--- src/rtl/mathb_tpram_seq.sv ---
// Operand/coefficient sequencer: streams a TPRAM run into the math block MAC and captures the dot product.
// Latency: len + RESULT_LAT + 2 cycles from the start edge to the done pulse (len=0 gives done in cycle 1).
// Backpressure: none; start is ignored while a run is in flight, and abort cancels the run on the next cycle.
module mathb_tpram_seq #(
  parameter int ADDR_W     = 9,
  parameter int LEN_W      = 9,
  parameter int RESULT_LAT = 2
) (
  input  logic              EFPGA2MATHB_CLK,
  input  logic              acc_ff_rstn,
  input  logic              start,
  input  logic              abort,
  input  logic [LEN_W-1:0]  len,
  input  logic [ADDR_W-1:0] oper_base,
  input  logic [ADDR_W-1:0] coef_base,
  input  logic [LEN_W-1:0]  coef_len,
  input  logic [31:0]       FMATHB_EFPGA_MAC_OUT,
  output logic              TPRAM_OPER_R_EN,
  output logic [ADDR_W-1:0] TPRAM_OPER_R_ADDR,
  output logic              TPRAM_COEF_R_EN,
  output logic [ADDR_W-1:0] TPRAM_COEF_R_ADDR,
  output logic              EFPGA_MATHB_CLK_EN,
  output logic              EFPGA_MATHB_MAC_ACC_CLEAR,
  output logic              busy,
  output logic              done,
  output logic [31:0]       result
);

  typedef enum logic [1:0] {
    S_IDLE  = 2'd0,
    S_FETCH = 2'd1,
    S_DRAIN = 2'd2,
    S_DONE  = 2'd3
  } state_t;

  state_t            state_q, state_d;

  // Run parameters captured on the accepted start cycle.
  logic [LEN_W-1:0]  len_q;
  logic [LEN_W-1:0]  coef_len_q;
  logic [ADDR_W-1:0] oper_base_q;
  logic [ADDR_W-1:0] coef_base_q;

  // idx_q is the beat index i; ring_q is i folded into the coefficient ring.
  logic [LEN_W-1:0]  idx_q;
  logic [LEN_W-1:0]  ring_q;
  logic [LEN_W-1:0]  idx_inc;
  logic [LEN_W-1:0]  ring_inc;
  logic [3:0]        drain_q;

  logic              clk_en_q;
  logic              clear_q;
  logic [31:0]       result_q;

  logic              rd_en;
  logic              busy_c;
  logic              done_c;
  logic              last_read;
  logic              drain_last;
  logic              run_start;
  logic              zero_start;

  assign idx_inc    = idx_q + LEN_W'(1);
  assign ring_inc   = ring_q + LEN_W'(1);
  assign last_read  = (idx_inc == len_q);
  assign drain_last = (drain_q == 4'(RESULT_LAT));
  // abort has priority over start in IDLE, so a simultaneous pair starts nothing.
  assign run_start  = start && !abort && (len != '0);
  assign zero_start = start && !abort && (len == '0);

  // State register.
  always_ff @(posedge EFPGA2MATHB_CLK or negedge acc_ff_rstn) begin
    if (!acc_ff_rstn) begin
      state_q <= S_IDLE;
    end else begin
      state_q <= state_d;
    end
  end

  // Next-state logic: abort pulls FETCH/DRAIN straight back to IDLE.
  always_comb begin
    state_d = state_q;
    case (state_q)
      S_IDLE: begin
        if (run_start) begin
          state_d = S_FETCH;
        end else if (zero_start) begin
          state_d = S_DONE;
        end
      end
      S_FETCH: begin
        if (abort) begin
          state_d = S_IDLE;
        end else if (last_read) begin
          state_d = S_DRAIN;
        end
      end
      S_DRAIN: begin
        if (abort) begin
          state_d = S_IDLE;
        end else if (drain_last) begin
          state_d = S_DONE;
        end
      end
      S_DONE:  state_d = S_IDLE;
      default: state_d = S_IDLE;
    endcase
  end

  // State-decoded outputs: reads in FETCH, busy across FETCH/DRAIN, done in DONE.
  always_comb begin
    rd_en  = 1'b0;
    busy_c = 1'b0;
    done_c = 1'b0;
    case (state_q)
      S_FETCH: begin
        rd_en  = 1'b1;
        busy_c = 1'b1;
      end
      S_DRAIN: busy_c = 1'b1;
      S_DONE:  done_c = 1'b1;
      default: ;
    endcase
  end

  // Capture run parameters on start and step the beat/ring counters during FETCH.
  always_ff @(posedge EFPGA2MATHB_CLK or negedge acc_ff_rstn) begin
    if (!acc_ff_rstn) begin
      len_q       <= '0;
      coef_len_q  <= '0;
      oper_base_q <= '0;
      coef_base_q <= '0;
      idx_q       <= '0;
      ring_q      <= '0;
    end else if (state_q == S_IDLE && run_start) begin
      len_q       <= len;
      coef_len_q  <= coef_len;
      oper_base_q <= oper_base;
      coef_base_q <= coef_base;
      idx_q       <= '0;
      ring_q      <= '0;
    end else if (state_q == S_FETCH && !last_read) begin
      idx_q  <= idx_inc;
      // A zero ring length never matches, so ring_q tracks idx_q (linear addressing).
      ring_q <= (coef_len_q != '0 && ring_inc == coef_len_q) ? '0 : ring_inc;
    end
  end

  // Drain counter: zero on the first DRAIN cycle (the last CLK_EN beat), final at RESULT_LAT.
  always_ff @(posedge EFPGA2MATHB_CLK or negedge acc_ff_rstn) begin
    if (!acc_ff_rstn) begin
      drain_q <= '0;
    end else if (state_q == S_FETCH) begin
      drain_q <= '0;
    end else if (state_q == S_DRAIN && !drain_last) begin
      drain_q <= drain_q + 4'd1;
    end
  end

  // Read data lands one cycle after R_EN, so CLK_EN/CLEAR trail the read; abort kills the in-flight beat.
  always_ff @(posedge EFPGA2MATHB_CLK or negedge acc_ff_rstn) begin
    if (!acc_ff_rstn) begin
      clk_en_q <= 1'b0;
      clear_q  <= 1'b0;
    end else begin
      clk_en_q <= rd_en && !abort;
      clear_q  <= rd_en && !abort && (idx_q == '0);
    end
  end

  // Capture the math-block output once the pipeline has settled; held otherwise.
  always_ff @(posedge EFPGA2MATHB_CLK or negedge acc_ff_rstn) begin
    if (!acc_ff_rstn) begin
      result_q <= '0;
    end else if (state_q == S_DRAIN && drain_last && !abort) begin
      result_q <= FMATHB_EFPGA_MAC_OUT;
    end
  end

  assign TPRAM_OPER_R_EN           = rd_en;
  assign TPRAM_COEF_R_EN           = rd_en;
  assign TPRAM_OPER_R_ADDR         = oper_base_q + ADDR_W'(idx_q);
  assign TPRAM_COEF_R_ADDR         = coef_base_q + ADDR_W'(ring_q);
  assign EFPGA_MATHB_CLK_EN        = clk_en_q;
  assign EFPGA_MATHB_MAC_ACC_CLEAR = clear_q;
  assign busy                      = busy_c;
  assign done                      = done_c;
  assign result                    = result_q;

endmodule

--- config.mk ---
export PLATFORM = sky130hd
export DESIGN_NAME = mathb_tpram_seq
export DESIGN_NICKNAME = d
export VERILOG_FILES = /design/src/rtl/mathb_tpram_seq.sv
export SDC_FILE = /design/constraint.sdc
export NUM_CORES = 1
export LEC_CHECK = 0
export BUFFER_PORTS_ARGS = -buffer_cell sky130_fd_sc_hd__buf_2
export CAP_MARGIN = 10
export CORE_MARGIN = 4
export CORE_UTILIZATION = 26
export CTS_CLUSTER_DIAMETER = 120
export DETAILED_ROUTE_END_ITERATION = 12
export PLACE_DENSITY = 0.55
export SLEW_MARGIN = 10
export SYNTH_ARGS = -nofsm -noshare
export SYNTH_HDL_FRONTEND = slang
export SYNTH_SLANG_ARGS = --single-unit
--- constraint.sdc ---
create_clock -name EFPGA2MATHB_CLK -period 7 [get_ports EFPGA2MATHB_CLK]
set_input_delay 2.1 -clock EFPGA2MATHB_CLK [delete_from_list [all_inputs] [get_ports EFPGA2MATHB_CLK]]
set_output_delay 2.1 -clock EFPGA2MATHB_CLK [all_outputs]
set_load 0.02 [all_outputs]
==> results.md, run 1 <==
Critical path:
- The critical path class is register to output port.
- In this run the register-to-register setup slack is 3.92 ns.
- STA classifies the critical path startpoint as a register.
- Data arrives at the worst endpoint at 2.61 ns.
- The worst-case reg-to-reg path depth is 7.
- The capturing point of the worst reg2reg path is ring_q[1].
- The worst setup path is captured at an output port.
- The highest fanout seen on the critical path is 7.
- In this run the critical register-to-register path is launched from idx_q[2].
- For the worst setup path, the data required time is 4.90 ns.

Layout:
- The synthesis-to-layout area growth is 23.8%.
- The share of layout cells above drive strength 1 is 29.1%.
- The multi-input logic area is 0.00253 mm2.
- The non-filler instance count after layout is 900.
- The number of nets in the layout is 734.
- The final-layout fill cell count is 1989.
- Summing all flip-flop and latch instances after layout gives 0.00235 mm2.
- The commonest non-fill, non-tap cell in the layout is buf_2.
- The library cells used most frequently in the layout, excluding fill and tap cells, are buf_2 (126), nand2_1 (121), dfrtp_1 (94).
- The final standard cell area without fillers is 0.00628 mm2.
- Once layout is complete, the utilization of the core stands at 33.1%.

Synthesis:
- The average size of a mapped cell is 9.78 um2.
- Synthesis produced a netlist with a net count of 619.
- Ranked by total cell area, the synthesized netlist is headed by dfrtp_1 (46%), nand2_1 (9.0%), mux2_2 (7.1%).
- The post-synthesis share of cell area spent on full adders, half adders and majority gates is 7.20%.
- The flip-flop and latch count after synthesis is 94.
- The sequential-to-total area share from yosys stat is 46.4%.
- The portion of netlist area occupied by mux cells is 8.11%.
- In this run, distinct cell masters in the synthesized netlist total 50.
- The synthesized design spends more area on one cell type than any other, namely dfrtp_1.
- Summing the areas of all and, or, nand and nor instances in the mapped netlist gives 18.4% of the synthesized area.
- The share of Yosys cell area claimed by the top area cell type is 46.4%.
- The mapped netlist covers 0.00507 mm2.
- In the synthesized netlist, the number of instances is 519.
- After synthesis, the largest family of logic cells by area is simple AND/OR/NAND/NOR gates.
- Yosys printed 0 warnings.
- After synthesis, the share of flip-flops with an asynchronous set or reset is 100%.
- For this run, the leading register cell type out of synthesis is dfrtp_1.
- The post-synthesis share of cell area spent on xor and xnor gates is 7.25%.
- The synthesized design contains 0 enable-type register cells.
- The compound-gate portion of the synthesized area is 9.00%.

Clock network:
- The number of buffers added to fix hold violations after cts is 0.
- The tree is rooted in a clkbuf_16.
- The clock network latency to the later pin of the worst-skew pair is 0.35 ns.
- After clock tree synthesis, the setup repair step added 0 buffers.
- The depth of the CTS H-tree is 3.
- The clock tree from TritonCTS is built.
- The CTS buffer count is 9.
- In this run, post-CTS repair resized a total of 0 instances.
- The number of buffers on the longest clock path is 2.
- Counting every sink on the clock net gives 94.
- Clock-pin slew was measured on the worst setup and hold paths at 0.07 ns.

STA:
- The sum of negative setup slack is 0 ns.
- Setup repair after global routing left no endpoint under its margin.
- For the pin with the worst max-slew slack, the measured transition is 1.07 ns.
- The number of max-slew violations in the final report was 0.
- The final critical path takes up 67.3% of the cycle.
- The number of hold violations in the final report is 0.
- The worst-case setup margin in the final layout is 2.29 ns.
- The worst setup skew after layout is 0.00713 ns.
- Setup violations remaining at the end of the flow were counted as 0.
- The tightest slew margin relative to the limit is 28.6%.
- The routed design could run at a clock period as short as 4.71 ns.
- The top achievable clock speed is 0.212 GHz.

Floorplanning:
- 128 I/O pins were placed.
- The area of the core is 0.0190 mm2.
- The initial utilization of the core area, before any placement, comes to 26.8%.
- The total die area is 0.0218 mm2.
- The floorplan die width is 148 um.
- The die extent in y is 148 um.
- After floorplanning, the core was divided into 50 placement rows.

Flow run:
- The total of max-cap violations is 0.

GRT:
- The via count of the first global-routing pass is 4177.
- The leftover overflow at the end of global routing is 0.
- The maximum number of pins on one net before global-route repair is 56.
- The first global-routing pass estimated 20800 um of wire.
- The number of antenna violations at the first check in global routing is 7.
- For this run, the total global-route usage over all layers was measured as 11.8%.

Min path:
- In this run the most critical hold path is launched from coef_base_q[5].
- For hold timing, the worst endpoint is coef_base_q[5].
- The worst hold path belongs to the class register to register.
- The hold-critical path depth is 2.

Place:
- The detailed-placement wirelength estimate is 8920 um.
- In this run the cell area measured after placement is 0.00593 mm2.
- Before CTS, the worst setup slack after placement is 2.67 ns.
- The number of port buffers is 127.
- The congestion estimate from routability-driven global placement came to 0.763.
- After detailed placement, the design holds a cell count of 883.

Drt:
- The remaining number of nets flagged by the antenna check after routing is 0.
- Before antenna repair, the detailed router went through 4 iterations.
- The violation count after the first detailed-routing iteration is 150.
- In the routed design, unresolved DRC markers number 0.
- The average via count per standard cell is 4.47.
- In the final routed layout, each cell accounts on average for 13.8 um.
- The routed wire length is 12500 um.
- The total number of vias is 4022.

Power and ir drop:
- The worst-case IR drop observed on VDD is 0.219 mV.
- The analysis attributes to cell leakage a power of 0.00315 uW.
- In this run the power density over the cells is 463 mW/mm2.

Run status:
- The flow ran to the end, and the final reports show no timing, DRC or antenna violations.
-- registers in the layout, indices dropped and copies added, names as in the netlist --
signal	count
idx_q	9
EFPGA_MATHB_CLK_EN	1
oper_base_q	9
EFPGA_MATHB_MAC_ACC_CLEAR	1
coef_base_q	9
result	32
state_q	2
len_q	9
ring_q	9
drain_q	4
coef_len_q	9
-- area by class of cell --
class	instances	share of cell area (%)
repair buffers	131	10.6
clock inverters	6	1.85
clock buffers	10	3.65
diodes	1	0.0398
inverters	14	0.837
flip-flops and latches	94	37.5
multi-input cells	384	40.4
well taps	260	5.18
-- cells by family after synthesis --
group | count (synthesis)
multiplexers | 37
adder cells (fa/ha/maj) | 28
XOR/XNOR | 42
AND/OR/NAND/NOR | 206
AO/OA/AOI/OAI | 71
buffers and inverters | 41
flip-flops | 94
-- how the worst max path moves through the flow --
stage,from,endpoint,cells past startpoint
after floorplan,ring_q[0],TPRAM_COEF_R_ADDR[8],9
after global routing,ring_q[0],TPRAM_COEF_R_ADDR[8],10
after global placement,ring_q[0],TPRAM_COEF_R_ADDR[8],10
after detailed placement,idx_q[0],TPRAM_OPER_R_ADDR[8],10
final,ring_q[0],TPRAM_COEF_R_ADDR[8],10
after CTS,ring_q[0],TPRAM_COEF_R_ADDR[8],10
-- through the flow --
step / total power [uW] / hold slack (ns)
global placement: 2340 / 0.467
global route: 3140 / 0.511
floorplan: 1960 / 0.452
CTS: 2960 / 0.492
detailed placement: 2360 / 0.475
finish: 2910 / 0.488
-- worst max-delay path: stages (launching register included) --
cell and delay (ns):
dfrtp_1 0.46, ha_1 0.25, fa_1 0.41, a21oi_1 0.17, nor2_1 0.06, nor2_1 0.16, o21bai_1 0.09, a21oi_1 0.22
o21ai_0 0.15, xnor2_1 0.13, buf_2 0.17
-- Yosys cell counts, types with 8 or more instances --
library cell	count
nand2_1	121
dfrtp_1	94
mux2_2	32
xnor2_1	28
nor2_1	27
a21oi_1	26
ha_1	26
inv_1	14
xor2_1	14
clkbuf_1	11
o21ai_1	9
or4_1	9
nand3_1	8
-- power breakdown --
part | switching, uW | total (uW) | internal [uW]
combinational | 802 | 1360 | 557
sequential | 198 | 970 | 772
clock | 223 | 576 | 353
total | 1220 | 2910 | 1680
-- routing by layer --
metal / global-route usage [%] / share of wire [%] / routed length (um)
met2: 17.8 / 41 / 5130
met3: 6.32 / 9.8 / 1220
met4: 3.03 / 1.4 / 176
met5: 0 / 0.64 / 80
met1: 14.9 / 47 / 5840
No activity file was read; power rests on OpenSTA's default activity.
==> run 2: changes to the inputs <==
--- a/config.mk
+++ b/config.mk
@@ -5,13 +5,14 @@
 export SDC_FILE = /design/constraint.sdc
 export NUM_CORES = 1
 export LEC_CHECK = 0
+export ABC_AREA = 1
 export BUFFER_PORTS_ARGS = -buffer_cell sky130_fd_sc_hd__buf_2
 export CAP_MARGIN = 10
 export CORE_MARGIN = 4
 export CORE_UTILIZATION = 26
 export CTS_CLUSTER_DIAMETER = 120
 export DETAILED_ROUTE_END_ITERATION = 12
-export PLACE_DENSITY = 0.55
+export PLACE_DENSITY = 0.56
 export SLEW_MARGIN = 10
 export SYNTH_ARGS = -nofsm -noshare
 export SYNTH_HDL_FRONTEND = slang
==> constraint.sdc (replaced) <==
create_clock -name EFPGA2MATHB_CLK -period 4.2 [get_ports EFPGA2MATHB_CLK]
set_input_delay 1.26 -clock EFPGA2MATHB_CLK [delete_from_list [all_inputs] [get_ports EFPGA2MATHB_CLK]]
set_output_delay 1.26 -clock EFPGA2MATHB_CLK [all_outputs]
set_load 0.02 [all_outputs]
==> run 2 against run 1 <==
  * Combinational power up 66%
  * Synthesized cell count up 15%
  * Wire length up 3.9%
  * Critical endpoint unchanged
  * Largest cell class unchanged
==> results.md, run 2 <==
Critical path:
- The cell type with the highest occurrence count on the critical path is nor2_1.
- The signal on the critical path passes through ha_1 > fa_1 > nand4_1 > o211ai_1 > a21oi_1 > nor2_1 > nor2_1 > xor2_1 > buf_2.
- Data on the critical path is required at its endpoint by 2.94 ns.
- The critical path is of the register to output port type.
- In this design, the stage delay of the slowest critical-path cell is 0.46 ns.
- In this run the critical register-to-register path is launched from idx_q[1].
- The worst-case reg-to-reg path depth is 12.
- The endpoint identified for the worst register-to-register timing path is ring_q[1].
- The cell at the slowest stage of the critical path is dfrtp_1.
- The worst setup path is launched from a register.
- In this run the worst setup path begins at ring_q[0].
- The highest fanout seen on the critical path is 8.
- The category of the worst setup path capture point is an output port.
- Setup slack on the worst reg-to-reg path comes out at 1.62 ns.
- Following the worst setup path forward leads to its endpoint at TPRAM_COEF_R_ADDR[8].
- The data arrival time of the critical path is 2.40 ns.

Flow run:
- The total of max-cap violations is 0.

Floorplanning:
- Row generation in the floorplan step produced 51 rows.
- The total I/O pin count is 128.
- The floorplan die width is 151 um.
- The floorplan step defined a die boundary enclosing 0.0227 mm2.
- In this run the vertical extent of the chip is 151 um.
- The area of the core is 0.0198 mm2.
- The effective utilization at floorplan is 26.8%.

GRT:
- The number of antenna violations at the first check in global routing is 4.
- The wire length of the first global-routing pass is 21100 um.
- Entering global routing, the biggest net connects 37 pins.
- The combined global-route utilization of all metal layers is 11.7%.
- The total overflow left after global routing is 0.
- The via count of the first global-routing pass is 4226.

Layout:
- Summing all non-filler instances in the final layout gives an area of 0.00655 mm2.
- The number of nets in the layout is 824.
- The share of layout cells above drive strength 1 is 29.8%.
- In the layout the commonest cells are nand2_1 (131), buf_2 (126), dfrtp_1 (94).
- The commonest non-fill, non-tap cell in the layout is nand2_1.
- The number of flip-flops in the largest register is 32.
- The synthesis-to-layout area growth is 23.5%.

Run status:
- The run finished with clean final reports.

STA:
- Setup violations remaining at the end of the flow were counted as 0.
- For the finished layout, the period the worst path requires is 3.66 ns.
- Setup repair after global routing left no endpoint under its margin.
- The top achievable clock speed is 0.273 GHz.
- The worst path uses 87.1% of the clock period.
- The number of max-slew violations in the final report was 0.
- The worst-margin pin slew is 0.473 ns.
- The worst setup skew after layout is 0.00833 ns.
- For the final routed database, the setup TNS stands at 0 ns.
- Final hold analysis gives a worst-case slack of 0.504 ns.
- The number of hold violations in the final report is 0.
- In this run the tightest slew margin relative to its limit is 68.4%.

Synthesis:
- During synthesis, Yosys emitted a total of 0 warnings.
- The most used flip-flop cell after synthesis is dfrtp_1.
- The net count after synthesis is 695.
- The netlist area before placement is 0.00530 mm2.
- In this run the mean area of a mapped cell was 8.91 um2.
- Synthesis instantiated 31 different standard cells from the library.
- The synthesized design contains 0 enable-type register cells.
- The share of Yosys cell area claimed by the top area cell type is 44.4%.
- In this run, synthesis produced a sequential element count of 94.
- The share of the Yosys chip area taken by registers is 44.4%.
- By count the netlist is led by nand2_1 (131), dfrtp_1 (94), inv_1 (73), mux2_2 (56), nand3_1 (56).
- The gate count of the mapped netlist is 595.
- For this run, asynchronously set or reset flops after synthesis account for 100%.
- The most common cell in the netlist is nand2_1.
- Ranked by total cell area, the synthesized netlist is headed by dfrtp_1 (44%), mux2_2 (12%), nand2_1 (9.3%).
- Of all cell types, the one taking the most synthesized area is dfrtp_1.

Min path:
- The kind of path behind the tightest hold check is register to register.

Drt:
- Wire segments on met3 add up to 989 um in the final route.
- For this block, wires on met1 add up to 6150 um.
- In this run the remaining antenna-violating nets after routing total 0.
- The DRC violation count after routing is 0.
- The routed layout has 4315 vias.
- The routed length on met2 is 5610 um.
- The average via count per standard cell is 4.33.
- The routed wirelength normalized by instance count is 13.0 um.
- The first detailed-routing pass ran for 4 iterations.
- The top routing layer in use is met5.
- The final layout contains routed wiring with a total length of 12900 um.
- The violation count after the first detailed-routing iteration is 238.

Clock network:
- The clock tree from TritonCTS is built.
- The longest clock path from root to sink contains 2 buffers.
- Clock tree synthesis found a total of 94 sinks.
- The clock edge transition at the registers on the reported setup and hold paths is 0.07 ns.
- In this run, post-CTS hold repair placed 0 buffers.
- In this run the number of H-tree levels came out at 3.
- The number of gates resized after CTS was 0.
- The CTS buffer count is 9.
- The later pin in the worst-skew pair is clocked with a latency of 0.35 ns.
- The count of buffers added by post-CTS timing repair for setup is 0.
- The cell at the root of the clock tree is clkbuf_16.

Power and ir drop:
- The leakage power figure is 0.00348 uW.
- Power spread over the standard cell area amounts to 703 mW/mm2.
- The worst ir drop on vdd is 0.354 mV.

Place:
- Detailed placement finished with a half-perimeter wire length of 10000 um.
- Input and output buffers added on the ports amount to 127.
- The area of placed instances is 0.00626 mm2.
- The placer's final routability congestion estimate is 0.820.
run 2: cell count changes in the layout (fill, tap and decap cells not counted), sizes merged, moves of 9 or more:
| cell | before | now |
|---|---|---|
| nor2 | 27 | 45 |
| o21ai | 17 | 8 |
| inv | 17 | 76 |
| nand3 | 9 | 59 |
| nand4 | 5 | 17 |
| or4 | 9 | 0 |
| mux2 | 33 | 56 |
| nand2 | 121 | 134 |
| xnor2 | 28 | 4 |
run 2: per-layer routing:
layer,global-route usage [%],up-vias
li1,-,2209
met1,15.5,1968
met2,18.2,118
met3,4.19,16
met4,3.26,4
met5,0,-
run 2: area by class of cell:
type	count	area, um2
multi-input combinational	412	2600
tap	265	332
antenna	2	5.00
clock inverter	7	56.3
sequential	94	2350
inverter	73	274
clock buffer	9	225
timing repair buffer	134	703
fill	2099	13200
run 2: how the worst min path moves through the flow:
| stage | startpoint | endpoint | depth (start not counted) |
|---|---|---|---|
| after floorplan | len_q[8] | len_q[8] | 2 |
| after global placement | result[9] | result[9] | 1 |
| after detailed placement | result[22] | result[22] | 1 |
| after CTS | result[22] | result[22] | 1 |
| after global routing | result[28] | result[28] | 1 |
| final | result[22] | result[22] | 1 |
run 2: report_power, final:
group / internal, uW / switching, uW / leakage (uW)
clock network: 409 / 385 / 0.000137
registers: 1280 / 266 / 0.00116
logic: 902 / 1360 / 0.00218
run 2: metrics by stage:
step / util (%) / setup WS [ns] / instances / total power (uW)
after floorplan: - / 1.01 / 595 / 3180
after global placement: 31.6 / 0.913 / 978 / 3830
after detailed placement: 31.6 / 0.904 / 978 / 3860
after CTS: 33.1 / 0.502 / 994 / 4690
after global routing: 33.1 / 0.323 / 995 / 5000
final: 33.1 / 0.542 / 996 / 4600
run 2: critical path: cells and delay by family (launching register included):
kind | cells | cell delay, ns
adder cells (fa/ha/maj) | 2 | 0.71
flip-flops | 1 | 0.46
AND/OR/NAND/NOR | 3 | 0.27
buffers and inverters | 1 | 0.17
AO/OA/AOI/OAI | 2 | 0.29
XOR/XNOR | 1 | 0.14
run 2: cell families (layout without fill, tap and decap cells):
kind of cell,after synthesis,in the layout,synth area share (%)
simple gates,266,266,22.4
flops,94,94,44.4
buf+inv,89,223,6.87
mux,56,56,11.9
compound gates,42,42,4.30
fa+ha+maj,28,28,6.89
xor+xnor,20,20,3.30
other cells,0,2,0
==> run 3: changes to the inputs <==
--- a/config.mk
+++ b/config.mk
@@ -12,7 +12,10 @@
 export CORE_UTILIZATION = 26
 export CTS_CLUSTER_DIAMETER = 120
 export DETAILED_ROUTE_END_ITERATION = 12
+export GPL_ROUTABILITY_DRIVEN = 0
+export GPL_TIMING_DRIVEN = 0
 export PLACE_DENSITY = 0.56
+export RECOVER_POWER = 50
 export SLEW_MARGIN = 10
 export SYNTH_ARGS = -nofsm -noshare
 export SYNTH_HDL_FRONTEND = slang
==> run 3 against run 2 <==
  * The run now ends with max-capacitance violations, max-slew violations left
  * Register-to-register slack gained 0.35 ns
  * Core utilization grew 0.40 points
  * Combinational power is essentially flat
  * Clock skew grew 0.0026 ns
  * Cell area grew 1.2%
  * First-iteration DRC count shrank 23%
==> results.md, run 3 (synthesized netlist as in run 2, its figures left out) <==
Run status:
- The flow ran to the end, but the final reports show violations.
- The checks that failed: max-capacitance violations, max-slew violations.

Power and ir drop:
- The leakage power figure is 0.00345 uW.
- VDD sags by at most 0.352 mV.
- The power density over the cells is 715 mW/mm2.

Layout:
- The register with the most flip-flops in the layout has 32 of them.
- The final design utilization is 33.5%.
- The library cell used most frequently in the layout, excluding fill and tap cells, is nand2_1.
- The number of nets in the layout is 835.
- The number of antenna repair diodes is 0.
- The library cells used most frequently in the layout, excluding fill and tap cells, are nand2_1 (131), buf_2 (110), dfrtp_1 (94).
- From synthesis to final layout, the design area changed by 25.0%.
- Of the cells placed in the final design, the portion with a size suffix greater than 1 is 26.5%.
- The final standard cell area without fillers is 0.00663 mm2.

STA:
- Setup repair after global routing left no endpoint under its margin.
- The worst path uses 88.4% of the clock period.
- Across all setup checks in the final design, the least slack found is 0.487 ns.
- The clock period minus final worst setup slack is 3.71 ns.
- The sum of negative setup slack is 0 ns.
- The worst setup skew after layout is 0.0109 ns.
- In this run the tightest slew margin relative to its limit is -25.0%.
- The number of hold violations in the final report came to 0.
- The total of endpoints with negative setup slack in the final report is 0.
- Timing would allow up to 0.269 GHz.
- The worst-margin pin slew is 1.87 ns.
- The number of max-slew violations in the final report was 30.
- The final hold slack is 0.506 ns.

Floorplanning:
- For this configuration, the core starts out at a cell density of 26.8%.
- Measured along the y axis, the die boundary spans 151 um.
- The floorplan die width is 151 um.
- The number of rows created at floorplan is 51.
- The die covers 0.0227 mm2.
- The area of the core is 0.0198 mm2.
- The total I/O pin count is 128.

Clock network:
- The clock tree synthesis step divided the H-tree into 3 levels.
- The clock edge transition at the registers on the reported setup and hold paths is 0.07 ns.
- No sink is reached through more buffers than the 2 on the longest clock path.
- The total number of clock tree sinks is 94.
- At the later pin of the worst-skew pair, clock insertion delay measures 0.36 ns.
- For this design, the CTS-stage hold fixing added 0 buffers.
- The count of buffers added by post-CTS timing repair for setup is 0.
- The clock tree from TritonCTS is built.
- Once the clock tree was built, the resizer swapped 0 gates to a different size.
- In this run, CTS created clock tree buffers numbering 9.
- The cell at the root of the clock tree is clkbuf_16.

Drt:
- The total number of vias is 4295.
- The detailed router put a total of 6340 um of wire on met1.
- For this block, the initial DRC count from the detailed router was 184.
- The number of detailed-routing iterations run before antenna repair is 4.
- After detailed routing, the number of remaining DRC violations is 0.
- Dividing the detail-routed wire length by the instance count gives 13.1 um.
- The top routing layer in use is met5.
- The count of nets left with antenna violations once routing finished came out at 0.
- Summed over all nets, wire length on met3 after detailed routing comes to 1070 um.
- The routed wire length is 13100 um.
- The average via count per standard cell is 4.28.
- In the detailed route, the total length drawn on met2 is 5580 um.

Critical path:
- The highest fanout seen on the critical path is 8.
- Walking the worst path, the cells encountered are ha_1 > fa_1 > nand4_1 > o211ai_1 > a21oi_1 > nor2_1 > nor2_1 > xor2_1 > buf_2.
- STA classifies the critical path endpoint as an output port.
- The critical path class is register to output port.
- For this design, the slowest cell found on the critical path is dfrtp_1.
- The data arrival time of the critical path is 2.45 ns.
- The largest incremental delay on the critical path is 0.49 ns.
- The kind of launch point of the worst setup path is a register.
- The critical path required time is 2.94 ns.
- By instance count, the cell type seen most on the critical path is nor2_1.

Min path:
- The min-delay analysis places its worst path in the category register to register.

Flow run:
- The tool flagged a number of max-cap violations equal to 1.

Place:
- The area of placed instances is 0.00631 mm2.
- The worst setup timing slack at the placement stage is 0.833 ns.
- The number of port buffers is 127.
- The HPWL after detailed placement is 10500 um.

GRT:
- Entering global routing, the biggest net connects 34 pins.
- The via count of the first global-routing pass is 4214.
- The leftover overflow at the end of global routing is 0.
- The wire length of the first global-routing pass is 21400 um.
- The number of antenna violations at the first check in global routing is 1.
- The combined global-route utilization of all metal layers is 12.0%.
-- run 3: cell types whose count changed in the layout (fill, tap and decap cells not counted), sizes merged --
| cell | previous run | this run |
|---|---|---|
| clkinv | 3 | 0 |
| buf | 134 | 120 |
| bufinv | 0 | 3 |
| inv | 76 | 74 |
| diode | 2 | 0 |
| clkbuf | 9 | 35 |
-- run 3: per-layer routing --
metal / vias to the layer above / global-route usage [%]
met5: - / 0
met2: 113 / 18.2
li1: 2248 / -
met3: 13 / 4.82
met4: 2 / 3.26
met1: 1919 / 15.8
-- run 3: path summary, 6_finish.rpt --
kind / from / end / slack [ns] / depth (start not counted)
max: ring_q[0] / TPRAM_COEF_R_ADDR[8] / 0.49 / 9
min: result[16] / result[16] / 0.51 / 1
max reg2reg: idx_q[1] / ring_q[4] / 1.97 / 12
min reg2reg: result[16] / result[16] / 0.51 / 1
max in group asynchronous: acc_ff_rstn / coef_base_q[5] / 1.70 / 1
min in group asynchronous: acc_ff_rstn / result[0] / 1.41 / 1
-- run 3: through the flow --
step / std cells / total power (uW)
floorplan: 595 / 3180
global placement: 987 / 3810
detailed placement: 989 / 3860
CTS: 1004 / 4840
global route: 1004 / 5140
finish: 1004 / 4740
-- run 3: report_power, final --
part / switching (uW) / internal, uW / total (uW)
Combinational: 1340 / 886 / 2230
Sequential: 271 / 1280 / 1550
Clock: 359 / 597 / 956
-- run 3: final cells by class --
cell class	count	area, um2
Clock inverter	5	106
Timing Repair Buffer	129	647
Multi-Input combinational cell	412	2580
Tap cell	265	332
Fill cell	2105	13200
Sequential cell	94	2350
Clock buffer	10	239
Buffer	16	90.1
Inverter	73	274
-- run 3: worst max-delay path, delay by kind of cell (launching register included) --
kind,cells,cell delay [ns]
AOI/OAI and AO/OA,2,0.29
xor gates and xnor gates,1,0.14
adders and majority gates,2,0.73
buffers and inverters,1,0.18
DFF,1,0.49
and+or+nand+nor,3,0.28
